## src/rtl/exibe_sequencia.sv

```systemverilog
// Sequence presenter: on iniciar, lights ROM moves 0..limite for T_ACESO cycles each with T_APAGADO dark gaps, then pulses pronto.
// Optional EXIBE_CANCELA_EN adds a cancelar input that aborts a presentation back to idle.
module exibe_sequencia #(
    parameter int T_ACESO   = 1000,
    parameter int T_APAGADO = 500
) (
    input  logic       clock,
    input  logic       reset,
    input  logic       iniciar,
`ifdef EXIBE_CANCELA_EN
    input  logic       cancelar,
`endif
    input  logic [3:0] limite,
    input  logic [3:0] dado,
    output logic [3:0] endereco,
    output logic [3:0] leds,
    output logic       ocupado,
    output logic       pronto,
    output logic [3:0] db_estado
);

    localparam int T_MAX = (T_ACESO > T_APAGADO) ? T_ACESO : T_APAGADO;
    localparam int TW    = (T_MAX > 1) ? $clog2(T_MAX) : 1;
    localparam logic [TW-1:0] ACESO_FIM   = TW'(T_ACESO - 1);
    localparam logic [TW-1:0] APAGADO_FIM = TW'(T_APAGADO - 1);

    typedef enum logic [2:0] {
        INICIAL = 3'd0,
        CARREGA = 3'd1,
        ACESO   = 3'd2,
        APAGADO = 3'd3,
        PROXIMO = 3'd4,
        FIM     = 3'd5
    } estado_t;

    estado_t       estado_q, estado_d;
    logic [3:0]    endereco_q, endereco_d;
    logic [3:0]    lim_q, lim_d;
    logic [TW-1:0] timer_q, timer_d;
    logic [3:0]    leds_q, leds_d;
    logic          ocupado_q, ocupado_d;
    logic          pronto_q, pronto_d;

    always_comb begin
        estado_d   = estado_q;
        endereco_d = endereco_q;
        lim_d      = lim_q;
        timer_d    = timer_q;
        leds_d     = leds_q;
        pronto_d   = 1'b0;

        case (estado_q)
            INICIAL: begin
                leds_d = 4'd0;
                if (iniciar) begin
                    endereco_d = 4'd0;
                    lim_d      = limite;
                    timer_d    = '0;
                    estado_d   = CARREGA;
                end
            end
            CARREGA: begin
                leds_d   = dado;
                timer_d  = '0;
                estado_d = ACESO;
            end
            ACESO: begin
                if (timer_q == ACESO_FIM) begin
                    leds_d   = 4'd0;
                    timer_d  = '0;
                    estado_d = APAGADO;
                end else begin
                    timer_d = timer_q + 1'b1;
                end
            end
            APAGADO: begin
                if (timer_q == APAGADO_FIM) begin
                    timer_d = '0;
                    // pronto is registered so it lines up with the FIM cycle itself
                    if (endereco_q == lim_q) begin
                        estado_d = FIM;
                        pronto_d = 1'b1;
                    end else begin
                        estado_d = PROXIMO;
                    end
                end else begin
                    timer_d = timer_q + 1'b1;
                end
            end
            PROXIMO: begin
                endereco_d = endereco_q + 1'b1;
                estado_d   = CARREGA;
            end
            FIM: begin
                estado_d = INICIAL;
            end
            default: begin
                leds_d   = 4'd0;
                estado_d = INICIAL;
            end
        endcase

`ifdef EXIBE_CANCELA_EN
        if (cancelar && (estado_q != INICIAL)) begin
            estado_d   = INICIAL;
            leds_d     = 4'd0;
            endereco_d = 4'd0;
            timer_d    = '0;
            pronto_d   = 1'b0;
        end
`endif

        ocupado_d = (estado_d != INICIAL);
    end

    always_ff @(posedge clock) begin
        if (!reset) begin
            estado_q   <= INICIAL;
            endereco_q <= 4'd0;
            lim_q      <= 4'd0;
            timer_q    <= '0;
            leds_q     <= 4'd0;
            ocupado_q  <= 1'b0;
            pronto_q   <= 1'b0;
        end else begin
            estado_q   <= estado_d;
            endereco_q <= endereco_d;
            lim_q      <= lim_d;
            timer_q    <= timer_d;
            leds_q     <= leds_d;
            ocupado_q  <= ocupado_d;
            pronto_q   <= pronto_d;
        end
    end

    assign endereco  = endereco_q;
    assign leds      = leds_q;
    assign ocupado   = ocupado_q;
    assign pronto    = pronto_q;
    assign db_estado = {1'b0, estado_q};

endmodule

```

## config.mk

```make
export PLATFORM = sky130hd
export DESIGN_NAME = exibe_sequencia
export DESIGN_NICKNAME = d
export VERILOG_FILES = /design/src/rtl/exibe_sequencia.sv
export SDC_FILE = /design/constraint.sdc
export NUM_CORES = 1
export LEC_CHECK = 0
export ABC_AREA = 1
export BUFFER_PORTS_ARGS = -buffer_cell sky130_fd_sc_hd__buf_4
export CAP_MARGIN = 25
export CORE_ASPECT_RATIO = 0.7
export CORE_UTILIZATION = 31
export DETAILED_ROUTE_END_ITERATION = 16
export GPL_TIMING_DRIVEN = 0
export HOLD_SLACK_MARGIN = 0.03
export PLACE_DENSITY = 0.46
export SLEW_MARGIN = 10
export SYNTH_ARGS = -nofsm -noshare
export SYNTH_HDL_FRONTEND = slang
export SYNTH_SLANG_ARGS = --single-unit
export TNS_END_PERCENT = 50
```

## constraint.sdc

```tcl
create_clock -name clock -period 1.7 [get_ports clock]
set_input_delay 0.17 -clock clock [delete_from_list [all_inputs] [get_ports clock]]
set_output_delay 0.17 -clock clock [all_outputs]
set_load 0.1 [all_outputs]
```

==> results.ini <==
[cts]
cts_sinks=27
post_cts_buffers=0
cts_inserted_buffers=3
path_clk_slew_ps=100
cts_tree=yes
root_buffer=clkbuf_8
clk_latency_ps=280
postCtsHoldBufs=0
htreeDepth=1
clk_path_buf_depth=2
ctsResizeCount=0

[logic_synthesis]
yosys.area_share.simple_pct=37.69
syn-num-nets=208
synthAdderAreaFrac_pct=1.817
seq_area_frac_synth_pct=39.24
synth_top_family_by_area=simple AND/OR/NAND/NOR gates
synth_compound_area_share_pct=10.35
avgSynthCellArea_um2=7.064
synth_seq_cells=27
synthMuxAreaShare_pct=0
yosys.cell_types.count=30
synth-xor-area-share_pct=1.907
synth_area_um2=1378
syn_inst=195
yosys_warnings=0

[finish]
antenna_cells=0
nNetsFinal=236
multi_input_area_um2=716.9
n_fill_cell=441
seq_area_um2=544.3
fin_cells=274
drive_above_1_share_pct=25.23
syn2layout_area_growth_pct=20.89

[timing]
fin_crit_sh_pct=89.65
whs_ps=140.7
setup_ws_ps=176.0
slew_headroom_pct=66.47
fin_tns_setup_ps=0
clock_skew_ps=8.690
layout_min_cycle_time_ps=1524
hold_violations=0
worst_pin_slew_ps=499.1
setup_viol=0
rsz0062_at_grt=no
slew_violations=0
fmax_mhz=656.2

[pwr]
power_density_nw_per_um2=809.9
peakVddDrop_v=0.0004788
internal_power_mw=0.9061
power_leakage_nw=0.7085
swShare_pct=32.82
power_switching_mw=0.4427
seq_power_share_pct=50.1
clock_power_share_pct=28.2
power_frac_comb_pct=21.7

[outcome]
outcome=finished clean

[critical_path]
critPathLaunchType=flop
crit_chain=ha_1 > nand2_1 > nor2_1 > nand3_1 > nand2_2 > nand3_2 > nand2_2 > nor2_1
endpoint_kind=flop
arrival_ps=1700
critPathMaxStageDelay_ps=390
path_max_fanout=4
path_class=reg2reg
crit_slowest_cell=dfxtp_1
required_ps=1870

[detailed_routing]
route.detailed.drc=0
antenna_left=0
viasPerCell=4.646
dr_total_vias=1273
firstDrtPassIters=4
dr.first_iter.drc_count=99
wl_mm=3.135
drt-wirelength-per-cell_um=11.44

[global_route]
grt_pass1_vias=1144
antenna_found_initial=0
grt_max_degree=16
overflow=0
grt_pass1_wl_mm=5.354
grtUsageTotal_pct=15.13

[place]
dp_hpwl_mm=2.356
gp_congestion=0.7943
dp_cells=270
numPortBuffers=23
dp_slack_ps=208.5

[die]
initial_utilization_pct=33.69
chipHeight_um=57.78
ioPinCount=25
die_w_um=81.68
coreArea_um2=4089
dieArea_um2=4719
row_count=19

[min_path]
min_path_type=in2reg

[job]
maxCapViolations=0

synthesized netlist by cell type:
cell type | count | area (um2)
o21bai_1 | 1 | 7.510
nor3_1 | 2 | 10.01
a31oi_1 | 2 | 12.51
a21boi_0 | 1 | 7.510
nor2_1 | 17 | 63.81
a21oi_1 | 16 | 80.08
nand2_2 | 4 | 25.02
clkinv_1 | 2 | 7.510
inv_2 | 7 | 26.28
nand2_4 | 3 | 33.78
buf_4 | 2 | 15.01
nand3b_1 | 2 | 15.01
inv_1 | 18 | 67.56
nor3_4 | 1 | 16.27
dfxtp_1 | 27 | 540.5
nand3_2 | 2 | 20.02
conb_1 | 1 | 3.750
nand4_1 | 3 | 18.77
nor3_2 | 1 | 10.01
xor2_1 | 1 | 8.760
clkbuf_1 | 1 | 3.750
ha_1 | 2 | 25.02
nand2_1 | 55 | 206.5
nor2_4 | 1 | 11.26
nor2_2 | 4 | 25.02
nand3_4 | 1 | 17.52
o21ai_0 | 7 | 35.03
nor4_1 | 1 | 6.260
xnor2_1 | 2 | 17.52
nand3_1 | 8 | 40.04
worst max-delay path: cells and delay by family (launching register included):
kind,cells,cell delay [ps]
DFF,1,390
and+or+nand+nor,7,810
adders and majority gates,1,230
power groups by stage:
stage	clock (mW)	combinational, mW	sequential, mW
floorplan	0	0.137	0.772
global placement	0	0.294	0.689
CTS	0.388	0.296	0.676
global route	0.421	0.326	0.680
detailed placement	0	0.295	0.690
finish	0.380	0.293	0.676
layout by cell type (no fill, tap or decap):
cell type,count
a21boi_0,1
a21oi_1,16
a31oi_1,2
buf_4,25
clkbuf_1,1
clkbuf_8,3
clkinv_1,2
clkinv_2,1
conb_1,1
dfxtp_1,24
dfxtp_2,3
ha_1,2
inv_1,18
inv_2,7
nand2_1,55
nand2_2,4
nand2_4,3
nand3_1,8
nand3_2,2
nand3_4,1
nand3b_1,2
nand4_1,3
nor2_1,17
nor2_2,4
nor2_4,1
nor3_1,2
nor3_2,1
nor3_4,1
nor4_1,1
o21ai_0,7
o21bai_1,1
xnor2_1,2
xor2_1,1
cell type report:
type                       instances  area share [%]
multi-input combinational        138           43.05
sequential                        27           32.68
timing repair buffer              23           10.37
inverter                          27           6.086
tap                               52           3.907
clock buffer                       3           2.479
buffer                             3           1.127
clock inverter                     1          0.3005
layer usage:
metal	wire, um	GRT usage (%)
met1	1789	23.40
met2	1212	20.83
met3	117	4.409
met4	16	2.256
met5	0	0
logic make-up (layout without fill, tap and decap cells):
family / Yosys count / in the layout
flops: 27 / 27
simple gates: 105 / 105
xor+xnor: 3 / 3
other cells: 1 / 1
compound gates: 27 / 27
fa+ha+maj: 2 / 2
buf+inv: 30 / 57
path summary, 6_finish.rpt:
path                                   end  depth (start not counted)        from  slack (ps)
worst min-delay path               leds[2]                          3     dado[2]         140
worst min register to register     leds[1]                          2     leds[1]         470
worst max register to register  timer_q[3]                          8  timer_q[0]         180
worst max-delay path            timer_q[3]                          8  timer_q[0]         180
per-stage QoR:
| stage | util (%) | area, um2 | power, mW |
|---|---|---|---|
| floorplan | - | 1381 | 0.9086 |
| global placement | 39.60 | 1619 | 0.9831 |
| detailed placement | 39.60 | 1619 | 0.9847 |
| CTS | 40.73 | 1665 | 1.359 |
| global route | 40.73 | 1665 | 1.427 |
| finish | 40.73 | 1665 | 1.349 |
state kept, by name, indices dropped and copies added, names as in the netlist:
name / cells
timer_q: 10
endereco: 4
leds: 4
lim_q: 4
estado_q: 3
ocupado: 1
pronto: 1
Power figures use the tool's default switching activity.
